`src/rtl/down_timer.sv`:
```
// down_timer: loadable down-counter / countdown timer.
// Loads a preset on start, decrements once per unpaused clock while in RUN,
// and pulses done for one cycle in DONE when the count reaches zero.
// Optional feature macro: DOWN_TIMER_AUTORELOAD_EN -- when defined, DONE with
// no stop/start reloads the latched preset so the timer runs periodically;
// when undefined the timer is one-shot and returns to IDLE after DONE.
module down_timer #(
   parameter int WIDTH = 4
) (
   input  logic             clk,
   input  logic             reset,
   input  logic             start,
   input  logic             stop,
   input  logic             pause,
   input  logic [WIDTH-1:0] preset,
   output logic [WIDTH-1:0] cnt,
   output logic             busy,
   output logic             done
);

   typedef enum logic [1:0] {
      IDLE = 2'd0,
      RUN  = 2'd1,
      DONE = 2'd2
   } state_t;

   localparam logic [WIDTH-1:0] ZERO = '0;
   localparam logic [WIDTH-1:0] ONE  = WIDTH'(1);

   state_t           state, state_nx;
   logic [WIDTH-1:0] cnt_nx;
   logic [WIDTH-1:0] pre_q, pre_nx;

   // State, count and latched preset; reset clears everything to an idle zero.
   always_ff @(posedge clk or negedge reset) begin
      if (!reset) begin
         state <= IDLE;
         cnt   <= ZERO;
         pre_q <= ZERO;
      end else begin
         state <= state_nx;
         cnt   <= cnt_nx;
         pre_q <= pre_nx;
      end
   end

   // Next-state / next-count: stop beats start beats pause beats counting.
   always_comb begin
      state_nx = state;
      cnt_nx   = cnt;
      pre_nx   = pre_q;
      if (stop) begin
         // Abort leaves cnt frozen where it was.
         state_nx = IDLE;
      end else if (start) begin
         // Load (or restart) from any state; a zero preset goes straight to DONE.
         pre_nx   = preset;
         cnt_nx   = preset;
         state_nx = (preset == ZERO) ? DONE : RUN;
      end else begin
         case (state)
            RUN: begin
               if (!pause) begin
                  // Treat a zero count like one so the counter can never wrap.
                  if (cnt == ONE || cnt == ZERO) begin
                     cnt_nx   = ZERO;
                     state_nx = DONE;
                  end else begin
                     cnt_nx = cnt - ONE;
                  end
               end
            end
            DONE: begin
`ifdef DOWN_TIMER_AUTORELOAD_EN
               cnt_nx   = pre_q;
               state_nx = (pre_q == ZERO) ? DONE : RUN;
`else
               state_nx = IDLE;
`endif
            end
            default: ;
         endcase
      end
   end

   // Moore outputs decoded straight from the state register.
   assign busy = (state == RUN);
   assign done = (state == DONE);

   // The count is always zero while done is shown, and busy/done are exclusive.
   a_done_zero : assert property (@(posedge clk) disable iff (!reset) done |-> cnt == ZERO);
   a_excl      : assert property (@(posedge clk) disable iff (!reset) !(busy && done));

endmodule

```
`config.mk`:
```
export PLATFORM = sky130hd
export DESIGN_NAME = down_timer
export DESIGN_NICKNAME = d
export VERILOG_FILES = /design/src/rtl/down_timer.sv
export SDC_FILE = /design/constraint.sdc
export NUM_CORES = 1
export LEC_CHECK = 0
export CORE_AREA = 8 8 45 47
export DETAILED_ROUTE_END_ITERATION = 6
export DIE_AREA = 0 0 53 55
export PLACE_DENSITY = 0.61
export REMOVE_ABC_BUFFERS = 1
export SYNTH_ARGS = -nofsm -noshare
export SYNTH_HDL_FRONTEND = slang
export SYNTH_SLANG_ARGS = --single-unit
```
`constraint.sdc`:
```
create_clock -name clk -period 4.7 [get_ports clk]
set_clock_uncertainty 0.15 [all_clocks]
set_input_delay 0.94 -clock clk [delete_from_list [all_inputs] [get_ports clk]]
set_output_delay 0.94 -clock clk [all_outputs]
set_load 0.005 [all_outputs]
```
Word-level counts from Yosys, hierarchy flattened
Index checks and enable logic that the tools add are counted.

word-level totals
  bits of input ports = 9
  word-level logic and storage cells = 27
  flip-flop bits (word level) = 6
  output and inout port bits = 6

cells by class
  bitwise gates (word level) = 1
  mux-type cells = 10
  add/sub/neg operators = 1
  eq/ne operators = 6
  reduce and logical (&&, ||, !) cells = 7

operator list
  operator               count
  $mux W4                4
  $mux W2                5
  $logic_not A4 Y1       2
  $reduce_and A3 Y1      2
  $eq A4 B1 Y1 const B   1
  $ne A4 B3 Y1 const B   1
  $ne A4 B4 Y1 const B   1
  $pmux W2 S2            1
  $reduce_bool A4 Y1     1
  $sub A4 B1 Y4 const B  1
  $eq A2 B1 Y1 const B   1
  $eq A2 B2 Y1 const B   1
  $ne A2 B2 Y1 const B   1
  $reduce_bool A2 Y1     1
  $logic_or A1 B1 Y1     1
  $not A1 Y1             1

Depth between registers and ports, before layout
Gate-level depths: netlist (run 1).

  depth in word-level cells = 7
  gate-level depth with buffers = 6
  mapped depth without buffers = 6

Least setup slack after synthesis (run 1)
OpenSTA, ideal clock, no wires.

  path type = input -> register
  start = input preset[3]
  end = register state[1]
  cell stages on the path = 4
  path buffers = 0
  arrival time = 1.846 ns
  setup time = 0.087 ns
  required time = 4.463 ns
  path slack = 2.617 ns
  cell sequence = or4_1 > mux2i_1 > nor2_1 > a211oi_2

on the way
  longest elaborated chain between the ends = 4

ends and longest elaborated chain
  what                  line  RTL
  from (decl)           15    input logic [WIDTH-1:0] preset,
  $logic_not A4 Y1      59    state_nx = (preset == ZERO) ? DONE : RUN;
  $mux W2               59
  $mux W2               55    end else if (start) begin
  $mux W2               52    if (stop) begin
  to (signal assigned)  41    state <= state_nx;
  to (decl)             30    state_t state, state_nx;

No other way between the ends.
A chain may end at the register's enable or synchronous reset.

Final worst setup path (run 1)
  start = register state[1]
  end = output busy

on the way
  longest elaborated chain between the ends = 1

ends and longest elaborated chain
  what          line  RTL
  $eq A2 B1 Y1  87    assign busy = (state == RUN);
  to (decl)     17    output logic busy,

No other way between the ends.

==> results.yml, run 1 <==
min_path:
  hold_end: "cnt[1]"
  whs_path_depth: 2
  worstHoldPathType: "reg -> reg"
  min_from: "cnt[1]"
yosys:
  ys_types: 21
  synth-edff-count: 0
  ys_seq_elements: 6
  yosysSeqAreaShare: 0.345
  yosysTopAreaCellShare: 0.345
  yosysTopAreaCell: "dfrtp_1"
  syn_avg_cell_area_um2: 9.07
  synth_area_leaders: "dfrtp_1 (34%), ha_1 (14%), a22oi_1 (5.2%), inv_1 (5.2%), nor2_1 (5.2%)"
  synth-main-ff-cell: "dfrtp_1"
  yosysWarnings: 0
  synth-async-reset-ratio: 1.00
  synth.cell_area_um2: 435
  synthTopCellsByCount: "dfrtp_1 (6), inv_1 (6), nor2_1 (6)"
  netlist_instances: 48
placed_design:
  dpl.hpwl_um: 819
  port_buffers: 14
  gp_congestion: 0.803
power:
  ir_drop_mv: 0.123
  power_density_nw_per_um2: 346
  fin_total_pwr_mw: 0.209
  leakage_nw: 0.267
floorplanning:
  core-area_um2: 1380
  die_x_um: 53
  die_y_um: 55
  io_pins: 15
  dieArea_um2: 2920
  row_count: 14
  initial_core_util: 0.315
clock_tree:
  cts_max_level: 1
  root_buffer: "clkbuf_4"
  postCtsSetupRepairBufs: 0
  cts.path.max_buffers: 2
  clkSlewWorstSetupHoldPaths_ns: 0.05
  holdBufCountCts: 0
  clock-sinks: 6
  cts_inserted_buffers: 3
  clk_latency_ns: 0.25
  post_cts_resized: 0
  cts_tree: "yes"
grt:
  grt_pass1_wl_um: 1610
  grt_max_degree: 12
  grt_pass1_vias: 388
  antenna_found_initial: 0
  grt_usage: 0.0773
  gr-total-overflow: 0
layout:
  fillers: 149
  utilization: 0.437
  sequential_cell_area_um2: 150
  areaGrowthSynthToFinish_pct: 38.8
  n_antenna_cell: 0
  finalNetCount: 80
  multi_input_area_um2: 249
  drive_above_1_share: 0.0781
drt:
  vias_per_cell: 5.26
  drt-total-wl_um: 1040
  vias: 421
  dr.first_iter.drc_count: 12
  drc: 0
  drt-pass1-iter-count: 4
  avgRoutedWirePerCell_um: 13.0
  ant_nets: 0
setup_path:
  critPathRequiredTime_ns: 3.61
  critPathLaunchType: "register"
  crit_type: "reg -> out"
  cp.arrival_ns: 1.42
  reg2reg_depth: 6
  cp_max_fo: 3
  r2r-end: "state[1]"
  endpoint_kind: "output pin"
  r2r_slack_ns: 2.77
  reg2reg_from: "cnt[0]"
sta:
  setup_tns_ns: 0
  slew_violations: 0
  final_hold_viol_count: 0
  setup_viol: 0
  max_freq_ghz: 0.398
  fin_crit_ns: 2.51
  period_share: 0.534
  slew_headroom: 0.675
  worst_pin_slew_ns: 0.484
  rsz0062_at_grt: "false"
job:
  drv_cap: 0
status:
  outcome: "completed"
layout make-up:
type | instances | area share
inverter | 6 | 0.0373
clock buffer | 3 | 0.0373
sequential | 6 | 0.248
tap | 16 | 0.0331
multi-input combinational | 35 | 0.412
timing repair buffer | 14 | 0.232
cells by family (layout without fill, tap and decap cells):
| group | count (synthesis) | after routing | synth area share |
|---|---|---|---|
| fa+ha+maj | 5 | 5 | 0.144 |
| simple gates | 14 | 14 | 0.167 |
| mux | 1 | 1 | 0.0230 |
| flops | 6 | 6 | 0.345 |
| compound gates | 15 | 15 | 0.239 |
| buf+inv | 7 | 23 | 0.0833 |
metal layers:
metal	wire length (um)	share of wire	GRT usage
met1	426	0.41	0.0722
met4	43	0.041	0.0776
met2	454	0.44	0.127
met5	0	0	0
met3	117	0.11	0.0294
critical path, cell delays in order (launching register included):
cell	delay (ns)
dfrtp_1	0.38
inv_1	0.09
ha_1	0.19
clkdlybuf4s50_1	0.51
state kept, by name, summed over array words and instances (netlist names):
signal / cells
state: 2
cnt: 4
worst max path at each step:
stage,start,endpoint,slack (ns),cells past startpoint
floorplan,preset[3],state[1],2.62,4
global placement,start,state[1],2.12,4
detailed placement,start,cnt[3],2.12,4
CTS,state[1],busy,2.17,3
global route,state[1],busy,2.10,3
finish,state[1],busy,2.19,3
layout by cell type, fill, tap and decap left out, drive strengths merged, types with 2 or more instances in the layout:
master	instances
clkdlybuf4s50	14
inv	6
nor2	6
dfrtp	6
ha	5
o21ai	5
a22oi	3
clkbuf	3
a21oi	2
nand2	2
or3	2
through the flow:
step	worst slack (ns)	instance area, um^2	instances	hold slack [ns]
floorplan	2.62	422	47	0.359
global placement	2.12	582	77	0.400
detailed placement	2.12	582	77	0.396
CTS	2.17	604	80	0.404
global route	2.10	604	80	0.435
finish	2.19	604	80	0.399
report_power, final:
group | internal [mW] | switching, mW | total (mW)
clock | 0.0289 | 0.0194 | 0.0483
combinational | 0.0474 | 0.0383 | 0.0857
sequential | 0.0630 | 0.0124 | 0.0754
No activity file was read; power rests on OpenSTA's default activity.
==> inputs of run 2 (changes only) <==
PLACE_DENSITY = 0.63   (was 0.61)
clock period = 2.2 ns   (was 4.7 ns; I/O delays follow)
==> run 2 against run 1 <==
Effect of this change: highest routed layer unchanged; worst setup slack worse by 2.0 ns; sequential power is 110% higher; die area stayed put.
==> results.yml, run 2 (synthesized netlist as in run 1, its figures left out) <==
setup_path:
  critPathLaunchType: "register"
  critPathRequiredTime_ns: 1.61
  cp.arrival_ns: 1.41
  r2r_slack_ns: 0.27
  cp_max_fo: 3
  endpoint_kind: "output pin"
  crit_type: "reg -> out"
placed_design:
  port_buffers: 14
  gp_congestion: 0.745
  dpl.hpwl_um: 877
sta:
  whs_ns: 0.284
  setup_tns_ns: 0
  fin_crit_ns: 2.00
  rsz0062_at_grt: "false"
  period_share: 0.909
  final_hold_viol_count: 0
  setup_viol: 0
  slew_headroom: 0.671
  worst_pin_slew_ns: 0.490
  max_freq_ghz: 0.500
  slew_violations: 0
clock_tree:
  cts.path.max_buffers: 2
  clk_latency_ns: 0.25
  postCtsSetupRepairBufs: 0
  clock-sinks: 6
  clkSlewWorstSetupHoldPaths_ns: 0.05
  cts_inserted_buffers: 3
  cts_tree: "yes"
  cts_max_level: 1
  post_cts_resized: 0
  root_buffer: "clkbuf_4"
  holdBufCountCts: 0
floorplanning:
  die_x_um: 53
  core-area_um2: 1380
  io_pins: 15
  die_y_um: 55
  row_count: 14
  initial_core_util: 0.315
  dieArea_um2: 2920
drt:
  dr.first_iter.drc_count: 5
  vias: 420
  ant_nets: 0
  vias_per_cell: 5.12
  drc: 0
  drt-pass1-iter-count: 4
  avgRoutedWirePerCell_um: 12.7
  drt-total-wl_um: 1040
grt:
  grt_pass1_wl_um: 1820
  grt_usage: 0.0866
  antenna_found_initial: 0
  grt_pass1_vias: 417
  grt_max_degree: 9
  gr-total-overflow: 0
layout:
  areaGrowthSynthToFinish_pct: 42.2
  n_antenna_cell: 0
  finalNetCount: 82
  layout_commonest_cell: "clkdlybuf4s50_1"
  drive_above_1_share: 0.106
  fillers: 148
  top_regs: "cnt: 4 flops, state: 2 flops"
  layout_common_cells: "clkdlybuf4s50_1 (14), inv_1 (6), nor2_1 (6), dfrtp_1 (6), ha_1 (5)"
  top_register: "cnt"
  largest_register_ff_count: 4
min_path:
  worstHoldPathType: "in -> async"
power:
  leakage_nw: 0.276
  fin_total_pwr_mw: 0.452
  ir_drop_mv: 0.398
  power_density_nw_per_um2: 731
job:
  drv_cap: 0
status:
  outcome: "completed"
## run 2: final timing paths
check	from	endpoint	cells past startpoint
max reg2reg	cnt[0]	state[1]	6
min reg2reg	cnt[1]	cnt[1]	2
max in group asynchronous	reset	cnt[0]	1
max	state[0]	done	3
min	reset	cnt[3]	1
min in group clk	cnt[1]	cnt[1]	2
## run 2: metrics by stage
stage,cells,worst slack (ns),area (um^2),util
floorplan,47,0.432,422,-
global placement,79,0.141,597,0.431
detailed placement,79,0.135,597,0.431
CTS,82,0.192,619,0.448
global route,82,0.121,619,0.448
finish,82,0.199,619,0.448
## run 2: layout make-up
cell class                 count  area, um^2  area share
multi-input combinational     35         249       0.402
sequential                     6         150       0.242
inverter                       6        22.5      0.0364
timing repair buffer          16         155       0.251
clock buffer                   3        22.5      0.0364
tap                           16        20.0      0.0323
## run 2: where the power goes
| part | switching [mW] | total, mW | internal (mW) |
|---|---|---|---|
| clock network | 0.0436 | 0.106 | 0.0620 |
| logic | 0.0827 | 0.187 | 0.104 |
| registers | 0.0259 | 0.160 | 0.134 |
| total | 0.152 | 0.452 | 0.300 |
## run 2: worst max-delay path, cell delays in order (launching register included)
cell,delay (ns)
dfrtp_1,0.40
inv_1,0.07
ha_1,0.18
clkdlybuf4s50_1,0.51
## run 2: metal layers
metal  global-route usage  routed length [um]  up-vias  share of wire
met5                    0                   0        -              0
met4               0.0388                   8        0         0.0077
met3               0.0561                 149        2           0.14
met2                0.121                 444       18           0.43
met1                0.101                 440      194           0.42
li1                     -                   -      206              -
